<file path="config.mk">
export PLATFORM = sky130hd
export DESIGN_NAME = tsn_sp_scheduler_flat
export DESIGN_NICKNAME = d
export VERILOG_FILES = /design/src/rtl/tsn_sched_pkg.sv /design/src/rtl/tsn_sp_scheduler_if.sv /design/src/rtl/tsn_pri_encoder.sv /design/src/rtl/tsn_sp_scheduler.sv /design/src/flat_wrapper.sv
export SDC_FILE = /design/constraint.sdc
export NUM_CORES = 1
export LEC_CHECK = 0
export CAP_MARGIN = 0
export CELL_PAD_IN_SITES_DETAIL_PLACEMENT = 1
export CELL_PAD_IN_SITES_GLOBAL_PLACEMENT = 1
export CORE_MARGIN = 2
export CORE_UTILIZATION = 34
export DETAILED_ROUTE_END_ITERATION = 6
export DONT_BUFFER_PORTS = 1
export GPL_TIMING_DRIVEN = 1
export PLACE_DENSITY = 0.69
export SETUP_SLACK_MARGIN = 0.5
export SLEW_MARGIN = 30
export SYNTH_ARGS = -nofsm -noshare
export SYNTH_HDL_FRONTEND = slang
export SYNTH_SLANG_ARGS = --single-unit
</file>
<file path="constraint.sdc">
create_clock -name i_clk -period 2.5 [get_ports i_clk]
set_input_delay 0.5 -clock i_clk [delete_from_list [all_inputs] [get_ports i_clk]]
set_output_delay 0.5 -clock i_clk [all_outputs]
set_load 0.05 [all_outputs]
</file>
<file path="src/rtl/tsn_sched_pkg.sv">
// Shared types and defaults for the egress strict-priority scheduler.
// The defaults are also used by the per-port credit manager.
package tsn_sched_pkg;

    localparam int DEF_PORT_FIFO_PRI_NUM = 8;
    localparam int DEF_TIMEOUT_CYC       = 1024;

    typedef enum logic [1:0] {
        IDLE     = 2'b00,
        WAIT_SOF = 2'b01,
        WAIT_EOF = 2'b10
    } sched_state_e;

endpackage

</file>
<file path="src/rtl/tsn_sp_scheduler_if.sv">
// Credit-manager / Qbv / MAC TX signals as seen by the scheduler.
// The slave modport is the scheduler; master is the surrounding logic.
interface tsn_sp_scheduler_if
    import tsn_sched_pkg::*;
#(
    parameter int N = DEF_PORT_FIFO_PRI_NUM
);
    localparam int IW = (N > 1) ? $clog2(N) : 1;

    logic [N-1:0]  i_queue;
    logic          i_queue_vld;
    logic          i_gate_en;
    logic [N-1:0]  i_gate_state;
    logic          i_mac_tx_axis_valid;
    logic          i_mac_tx_axis_last;
    logic [N-1:0]  o_scheduing_rst;
    logic          o_scheduing_rst_vld;
    logic [IW-1:0] o_pri_index;
    logic          o_busy;
    logic          o_no_elig;
    logic          o_timeout;

    modport slave (
        input  i_queue, i_queue_vld,
        input  i_gate_en, i_gate_state,
        input  i_mac_tx_axis_valid,
        input  i_mac_tx_axis_last,
        output o_scheduing_rst,
        output o_scheduing_rst_vld,
        output o_pri_index, o_busy,
        output o_no_elig, o_timeout
    );

    modport master (
        output i_queue, i_queue_vld,
        output i_gate_en, i_gate_state,
        output i_mac_tx_axis_valid,
        output i_mac_tx_axis_last,
        input  o_scheduing_rst,
        input  o_scheduing_rst_vld,
        input  o_pri_index, o_busy,
        input  o_no_elig, o_timeout
    );

endinterface

</file>
<file path="src/rtl/tsn_pri_encoder.sv">
// Combinational highest-set-bit picker: one-hot, binary index, any.
// Higher index wins, so the last set bit seen by the loop is kept.
module tsn_pri_encoder #(
    parameter int N  = 8,
    parameter int IW = (N > 1) ? $clog2(N) : 1
) (
    input  logic [N-1:0]  i_mask,
    output logic [N-1:0]  o_onehot,
    output logic [IW-1:0] o_index,
    output logic          o_any
);

    always_comb begin
        o_onehot = '0;
        o_index  = '0;
        o_any    = |i_mask;
        for (int i = 0; i < N; i++) begin
            if (i_mask[i]) begin
                o_onehot    = '0;
                o_onehot[i] = 1'b1;
                o_index     = IW'(i);
            end
        end
    end

endmodule

</file>
<file path="src/rtl/tsn_sp_scheduler.sv">
// Strict-priority egress scheduler: grants one queue and holds it
// for the duration of one MAC TX frame, with a start-of-frame timeout.
module tsn_sp_scheduler
    import tsn_sched_pkg::*;
#(
    parameter int PORT_FIFO_PRI_NUM = DEF_PORT_FIFO_PRI_NUM,
    parameter int TIMEOUT_CYC       = DEF_TIMEOUT_CYC
) (
    input logic           i_clk,
    input logic           i_rst,
    tsn_sp_scheduler_if.slave bus
);

    localparam int N  = PORT_FIFO_PRI_NUM;
    localparam int IW = (N > 1) ? $clog2(N) : 1;
    localparam int CW = $clog2(TIMEOUT_CYC + 1);
    localparam logic [CW-1:0] CNT_LAST = CW'(TIMEOUT_CYC - 1);
    localparam logic [CW-1:0] CNT_MAX  = CW'(TIMEOUT_CYC);

    sched_state_e  state_q, state_d;
    logic [N-1:0]  grant_q, grant_d;
    logic [IW-1:0] idx_q, idx_d;
    logic [CW-1:0] cnt_q, cnt_d;
    logic          vld_q, vld_d;
    logic          busy_q, busy_d;
    logic          no_elig_q, no_elig_d;
    logic          timeout_q, timeout_d;

    logic [N-1:0]  mask;
    logic [N-1:0]  enc_oh;
    logic [IW-1:0] enc_idx;
    logic          enc_any;
    logic          beat, eof;

    assign mask = bus.i_gate_en ? (bus.i_queue & bus.i_gate_state)
                                : bus.i_queue;
    assign beat = bus.i_mac_tx_axis_valid;
    assign eof  = beat & bus.i_mac_tx_axis_last;

    tsn_pri_encoder #(
        .N  (N),
        .IW (IW)
    ) u_enc (
        .i_mask   (mask),
        .o_onehot (enc_oh),
        .o_index  (enc_idx),
        .o_any    (enc_any)
    );

    always_comb begin
        state_d   = state_q;
        grant_d   = grant_q;
        idx_d     = idx_q;
        cnt_d     = cnt_q;
        vld_d     = 1'b0;
        no_elig_d = 1'b0;
        timeout_d = 1'b0;
        unique case (state_q)
            IDLE: begin
                if (bus.i_queue_vld && enc_any) begin
                    grant_d = enc_oh;
                    idx_d   = enc_idx;
                    vld_d   = 1'b1;
                    cnt_d   = '0;
                    state_d = WAIT_SOF;
                end else if (bus.i_queue_vld) begin
                    no_elig_d = 1'b1;
                end
            end
            WAIT_SOF: begin
                if (eof) begin
                    state_d = IDLE;
                end else if (beat) begin
                    state_d = WAIT_EOF;
                end else if (cnt_q == CNT_LAST) begin
                    timeout_d = 1'b1;
                    state_d   = IDLE;
                end else if (cnt_q != CNT_MAX) begin
                    cnt_d = cnt_q + CW'(1);
                end
            end
            WAIT_EOF: begin
                if (eof) begin
                    state_d = IDLE;
                end
            end
            default: state_d = IDLE;
        endcase
        // Grant is held only while a frame is outstanding.
        if (state_d == IDLE) begin
            grant_d = '0;
            idx_d   = '0;
        end
        busy_d = (state_d != IDLE);
    end

    always_ff @(posedge i_clk or posedge i_rst) begin
        if (i_rst) begin
            state_q   <= IDLE;
            grant_q   <= '0;
            idx_q     <= '0;
            cnt_q     <= '0;
            vld_q     <= 1'b0;
            busy_q    <= 1'b0;
            no_elig_q <= 1'b0;
            timeout_q <= 1'b0;
        end else begin
            state_q   <= state_d;
            grant_q   <= grant_d;
            idx_q     <= idx_d;
            cnt_q     <= cnt_d;
            vld_q     <= vld_d;
            busy_q    <= busy_d;
            no_elig_q <= no_elig_d;
            timeout_q <= timeout_d;
        end
    end

    assign bus.o_scheduing_rst     = grant_q;
    assign bus.o_scheduing_rst_vld = vld_q;
    assign bus.o_pri_index         = idx_q;
    assign bus.o_busy              = busy_q;
    assign bus.o_no_elig           = no_elig_q;
    assign bus.o_timeout           = timeout_q;

endmodule

</file>
<file path="src/flat_wrapper.sv">
// flat-port wrapper written by rule: the top's interface ports become plain ports
module tsn_sp_scheduler_flat import tsn_sched_pkg::*;
#(
    parameter int PORT_FIFO_PRI_NUM = DEF_PORT_FIFO_PRI_NUM,
    parameter int TIMEOUT_CYC       = DEF_TIMEOUT_CYC
)
  (i_clk, i_rst, bus_i_queue, bus_i_queue_vld, bus_i_gate_en, bus_i_gate_state, bus_i_mac_tx_axis_valid, bus_i_mac_tx_axis_last, bus_o_scheduing_rst, bus_o_scheduing_rst_vld, bus_o_pri_index, bus_o_busy, bus_o_no_elig, bus_o_timeout);
  tsn_sp_scheduler_if #(.N((8))) bus_i ();
  input logic i_clk;
  input logic i_rst;
  input wire logic [$bits(bus_i.i_queue)-1:0] bus_i_queue;
  input wire logic [$bits(bus_i.i_queue_vld)-1:0] bus_i_queue_vld;
  input wire logic [$bits(bus_i.i_gate_en)-1:0] bus_i_gate_en;
  input wire logic [$bits(bus_i.i_gate_state)-1:0] bus_i_gate_state;
  input wire logic [$bits(bus_i.i_mac_tx_axis_valid)-1:0] bus_i_mac_tx_axis_valid;
  input wire logic [$bits(bus_i.i_mac_tx_axis_last)-1:0] bus_i_mac_tx_axis_last;
  output wire logic [$bits(bus_i.o_scheduing_rst)-1:0] bus_o_scheduing_rst;
  output wire logic [$bits(bus_i.o_scheduing_rst_vld)-1:0] bus_o_scheduing_rst_vld;
  output wire logic [$bits(bus_i.o_pri_index)-1:0] bus_o_pri_index;
  output wire logic [$bits(bus_i.o_busy)-1:0] bus_o_busy;
  output wire logic [$bits(bus_i.o_no_elig)-1:0] bus_o_no_elig;
  output wire logic [$bits(bus_i.o_timeout)-1:0] bus_o_timeout;
  assign bus_i.i_queue = bus_i_queue;
  assign bus_i.i_queue_vld = bus_i_queue_vld;
  assign bus_i.i_gate_en = bus_i_gate_en;
  assign bus_i.i_gate_state = bus_i_gate_state;
  assign bus_i.i_mac_tx_axis_valid = bus_i_mac_tx_axis_valid;
  assign bus_i.i_mac_tx_axis_last = bus_i_mac_tx_axis_last;
  assign bus_o_scheduing_rst = bus_i.o_scheduing_rst;
  assign bus_o_scheduing_rst_vld = bus_i.o_scheduing_rst_vld;
  assign bus_o_pri_index = bus_i.o_pri_index;
  assign bus_o_busy = bus_i.o_busy;
  assign bus_o_no_elig = bus_i.o_no_elig;
  assign bus_o_timeout = bus_i.o_timeout;
  tsn_sp_scheduler #(.PORT_FIFO_PRI_NUM(PORT_FIFO_PRI_NUM), .TIMEOUT_CYC(TIMEOUT_CYC)) u_core (.i_clk(i_clk), .i_rst(i_rst), .bus(bus_i));
endmodule
</file>
Yosys cells after proc, flatten, opt, wreduce, memory -nomap -nowiden
Index checks and enable logic that the tools add are counted.
{ "classes": {"addsub": 1, "n_eq_ne": 9, "muxes": 43, "n_bitwise": 2, "n_reduce_logical": 10} }
{ "op_table": {"columns": ["op", "count"], "rows": [
  ["2-to-1 mux 8 bit", 11],
  ["2-to-1 mux 11 bit", 5],
  ["2-to-1 mux 3 bit", 9],
  ["one-hot mux 11 bit (2 select lines)", 1],
  ["adder 11 x 1 -> 11 bit (second input constant)", 1],
  ["equality test 11 x 10 -> 1 bit (second input constant)", 1],
  ["2-to-1 mux 1 bit", 11],
  ["!= test 11 bit (second input constant)", 1],
  ["2-to-1 mux 2 bit", 5],
  ["bitwise AND 8 bit", 1],
  ["nonzero test 2 bit", 4],
  ["OR reduction 8 bit", 1],
  ["!= test 2 bit (second input constant)", 3],
  ["one-hot mux 2 bit (3 select lines)", 1],
  ["AND reduction 6 bit", 1],
  ["zero test 2 bit", 2],
  ["!= test 2 x 1 -> 1 bit (second input constant)", 2],
  ["equality test 2 x 1 -> 1 bit (second input constant)", 1],
  ["equality test 2 bit (second input constant)", 1],
  ["AND reduction 2 bit", 1],
  ["bitwise AND 1 bit", 1],
  ["logical AND 1 bit", 1]
]} }
{ "word_totals": {"regBits": 28, "input_bits": 22, "out_inout_bits": 15} }

Logic depth before layout (Yosys ltp)
{ "depth": {"word_depth": 13, "mapped_depth": 9} }

By module
A second synthesis with hierarchy kept.
{ "hier_totals": {"cells_unflattened": 177, "hier_area_um2": 1581.5} }
{ "modules_own_cells": {"columns": ["module", "n_inst", "cells_each", "area_per_inst_um2", "seq_area_each_um2"], "rows": [
  ["tsn_sp_scheduler", 1, 157, 1452.6, 700.7],
  ["tsn_pri_encoder", 1, 20, 128.9, 0.0]
]} }

Worst setup path before layout
Ideal clock, no wire load.
{ "synth_path": {"path_kind": "input -> register", "from": "input port bus_i_queue[2]", "to": "register u_core.cnt_q[3]", "arrival_ps": 2112, "setup_slack_ps": 312, "stages": 6, "path_buffers": 0, "path_cell_list": "a22oi_2 o2111ai_1 o41ai_4 inv_2 or4_1 o21ai_1"} }
{ "synth_between": {"elab_chain_len": 6} }
{ "synth_lines": {"columns": ["element", "line_no", "text"], "rows": [
  ["from (decl)", "flat_wrapper.sv:11", "input wire logic [$bits(bus_i.i_queue)-1:0] bus_i_queue;"],
  ["bitwise AND 8 bit", "tsn_sp_scheduler.sv:35", "assign mask = bus.i_gate_en ? (bus.i_queue & bus.i_gate_state)"],
  ["2-to-1 mux 8 bit (*)", "tsn_sp_scheduler.sv:35", null],
  ["OR reduction 8 bit (*)", "tsn_pri_encoder.sv:16", "o_any = |i_mask;"],
  ["logical AND 1 bit (*)", "tsn_sp_scheduler.sv:60", "if (bus.i_queue_vld && enc_any) begin"],
  ["!= test 2 x 1 -> 1 bit (no line) (*)", null, null],
  ["AND reduction 6 bit (no line) (*)", null, null],
  ["to (signal assigned)", "tsn_sp_scheduler.sv:111", "cnt_q <= cnt_d;"],
  ["to (decl)", "tsn_sp_scheduler.sv:23", "logic [CW-1:0] cnt_q, cnt_d;"]
]} }
Every way passes the cells marked *; elsewhere a longest branch is shown, timed or not.
A chain may end at the register's enable or synchronous reset.

Worst setup path in the final report
{ "layout_path": {"from": "register u_core.cnt_q[0]", "to": "register u_core.cnt_q[3]"} }
{ "layout_between": {"elab_chain_len": 6} }
{ "layout_lines": {"columns": ["element", "line_no", "text"], "rows": [
  ["adder 11 x 1 -> 11 bit", "tsn_sp_scheduler.sv:79", "cnt_d = cnt_q + CW'(1);"],
  ["2-to-1 mux 11 bit", "tsn_sp_scheduler.sv:78", "end else if (cnt_q != CNT_MAX) begin"],
  ["2-to-1 mux 11 bit", "tsn_sp_scheduler.sv:75", "end else if (cnt_q == CNT_LAST) begin"],
  ["2-to-1 mux 11 bit", "tsn_sp_scheduler.sv:73", "end else if (beat) begin"],
  ["2-to-1 mux 11 bit", "tsn_sp_scheduler.sv:71", "if (eof) begin"],
  ["one-hot mux 11 bit (2 select lines)", "tsn_sp_scheduler.sv:58", "unique case (state_q)"]
]} }
Several ways; a longest one is shown, not always the timed one. The select of a mux whose other input is x is not followed.

==> run metrics <==
outcome=finished clean; first-pass GRT wire length=6510 µm; number of nets in the finished design=204; Tightest Hold Check Type=in -> async; core utilization of the finished layout=0.429; highest net fanout along the worst path=8; clock latency of the later-clocked register in the worst-skew pair=0.27 ns; clock-pin slew on the worst setup and hold paths=0.10 ns; maximum number of pins on one net before global-route repair=29; Worst VDD drop=0.000424 V; number of standard cells after synthesis=158; Core ar.=0.00426 mm²; buffer depth of the longest clock path=2; reported leakage power=0.000786 µW; # rows=24; category of the worst setup path capture point=register; total of flip-flops plus latches after synthesis=28; number of enable-type register cells in the synthesized netlist=0; number of antenna violations at the first check in global routing=0; Ports=37; RePlAce Congestion=0.794; actual transition at the worst max-transition pin=0.501 ns; effective utilization at floorplan=0.347; Achievable Freq=0.498 GHz; height of the die=70.0 µm; total wirelength of the detailed-routed design=4080 µm; crit path time final=2.01 ns; netlist area before placement=0.00148 mm²; Routed WL per cell=17.7 µm; sequential fraction of the synthesis area=0.473; cts hold-fix bufs=0; asr flop ratio synth=1.00; number of standard cells in the final layout excluding fillers=231; combined global-route utilization of all metal layers=0.164; CTS Root Buffer Type=clkbuf_8; Slew Limit Fails=0; number of setup violations in the final report=0; vias per cell=5.59; total global routing overflow=0; average cell area after synthesis=9.38 µm²; iteration-0 DRC count of the detailed router=41; Port Buffers=0; total power after layout=1560 µW; total placed cells including tap cells=213; clock sinks=28; final-report hold violation count=0; share of the clock period used by the worst path=0.803; TritonCTS clock tree=built; depth of the worst register-to-register path=8; number of buffers created by CTS=3; number of vias after detailed routing=1291; DRC Markers=0; Setup crit start kind=register; Ant. Diodes=0; Post-Route Setup TNS=0 ns; die width=70.0 µm; reg-to-reg slack, setup=0.49 ns; Worst Skew=0.0116 ns; net count after synthesis=182; placed wire-length estimate after detailed placement=2820 µm; endpoint of the most critical register-to-register path=u_core.cnt_q[3]; Max-slew headroom=0.666; beginning of the worst register-to-register path=u_core.cnt_q[0]; maxcap violations=0; H-tree levels=1; residual antenna-violating net count after detailed routing=0; required time at the endpoint of the critical path=2.71 ns; number of distinct standard cells referenced by the synthesized netlist=43; crit path kind=reg -> reg; Synth warnings=0; fraction of layout cells with a size suffix above 1=0.246; layout-stage area growth over the synthesis result=23.4%; Post-synth top flop=dfrtp_1; unrepaired setup endpoints after global routing=yes; Arrival @ worst endpoint=2.21 ns; PD cells=855 mW/mm²; Initial DRT Pass Iterations=4; via count of the first global-routing pass=1301; DIE AREA=0.00490 mm²; Filler cells=503
-- synthesized netlist by cell type (2+ instances only) --
| cell | number | share of area |
|---|---|---|
| a211oi_1 | 3 | 0.015 |
| xor2_1 | 3 | 0.018 |
| nor4_1 | 2 | 0.0084 |
| a22oi_1 | 3 | 0.015 |
| nor2_1 | 17 | 0.043 |
| nand4_1 | 2 | 0.0084 |
| dfrtp_1 | 28 | 0.47 |
| nand3_1 | 3 | 0.010 |
| nand3b_1 | 2 | 0.010 |
| o211ai_1 | 2 | 0.010 |
| ha_1 | 2 | 0.017 |
| a21oi_1 | 9 | 0.030 |
| clkbuf_1 | 2 | 0.0051 |
| o2111ai_1 | 2 | 0.012 |
| o21ai_0 | 8 | 0.027 |
| or4_1 | 6 | 0.030 |
| o21a_1 | 3 | 0.015 |
| nand2b_1 | 3 | 0.013 |
| nor3_1 | 8 | 0.027 |
| o31ai_1 | 5 | 0.025 |
| inv_1 | 9 | 0.023 |
| nand2_1 | 15 | 0.038 |
-- cells by family (layout without fill, tap and decap cells) --
family	Yosys count	in the layout	synth area share
compound gates	44	44	0.215
simple gates	66	66	0.230
xor+xnor	3	3	0.0177
flops	28	28	0.473
buf+inv	14	35	0.0414
fa+ha+maj	2	2	0.0169
mux	1	1	0.00676
-- flip-flops by register name, summed over array words and instances, names as in the netlist --
| register | count |
|---|---|
| u_core.bus.o_busy | 1 |
| u_core.bus.o_no_elig | 1 |
| u_core.bus.o_scheduing_rst | 8 |
| u_core.bus.o_scheduing_rst_vld | 1 |
| u_core.cnt_q | 11 |
| u_core.bus.o_pri_index | 3 |
| u_core.bus.o_timeout | 1 |
| u_core.state_q | 2 |
-- critical path, cell delays in order (launching register included) --
cell	delay (ns)
dfrtp_1	0.44
ha_1	0.28
nand2_2	0.11
nor4_4	0.06
o21ai_2	0.19
o21ai_2	0.13
buf_6	0.16
or4_1	0.47
o21ai_1	0.09
-- report_power, final --
group	internal, µW	total (µW)	switching, µW
clock	141	280	139
sequential	526	760	235
combinational	214	523	309
total	881	1560	683
-- cells in the final DEF, fill, tap and decap left out, types with 2 or more instances in the layout --
cell type	n
o211ai_1	2
ha_1	2
dfrtp_2	2
a22oi_2	2
xor2_1	3
buf_4	20
nand3_1	3
nand2_1	14
a22oi_1	2
o21a_1	2
clkbuf_8	4
o31ai_1	4
o2111ai_1	2
inv_2	2
nor2_1	17
o21ai_2	3
dfrtp_1	26
nor4_4	2
nor3_1	6
inv_1	8
nor3_2	2
nand2b_1	3
a21oi_1	9
o21ai_0	6
nand3b_1	2
or4_1	5
a211oi_1	3
nand4_1	2
-- worst max-delay path by stage --
stage / from / endpoint / slack [ns] / cells past startpoint
4_1_cts: u_core.cnt_q[0] / u_core.cnt_q[3] / 0.50 / 8
5_1_grt: u_core.cnt_q[0] / u_core.cnt_q[3] / 0.40 / 8
2_1_floorplan: bus_i_queue[4] / u_core.cnt_q[3] / 0.44 / 6
3_3_place_gp: bus_i_queue[2] / u_core.cnt_q[6] / 0.37 / 8
6_report: u_core.cnt_q[0] / u_core.cnt_q[3] / 0.49 / 8
3_5_place_dp: u_core.cnt_q[0] / u_core.cnt_q[3] / 0.25 / 8
-- what timing repair did --
item	in CTS	in global routing
endpoints found under the setup margin	10	12
buffers inserted	2	12
resized for setup	4	7
pin swaps	2	5
hold endpoints to repair	0	0
-- routing by layer --
layer | share of wire | global-route usage | vias to the layer above | wire [µm]
met3 | 0.047 | 0.0519 | 2 | 190
met4 | 0.0061 | 0.0256 | 0 | 25
li1 | - | - | 618 | -
met5 | 0 | 0 | - | 0
met1 | 0.46 | 0.214 | 648 | 1880
met2 | 0.49 | 0.271 | 23 | 1980
-- layout make-up --
cell class	instances	area [µm²]	area share
Clock buffer	4	55.1	0.0301
Inverter	10	37.5	0.0205
Multi-Input combinational cell	116	806	0.441
Sequential cell	28	703	0.385
Tap cell	52	65.1	0.0356
Timing Repair Buffer	21	161	0.0883
-- through the flow --
stage	setup slack (ns)	area, µm²	hold slack (ns)
floorplan	0.439	1520	0.490
global placement	0.368	1610	0.477
detailed placement	0.255	1610	0.489
CTS	0.498	1700	0.179
global route	0.401	1830	0.208
finish	0.492	1830	0.171
(Power assumes the default switching activity.)
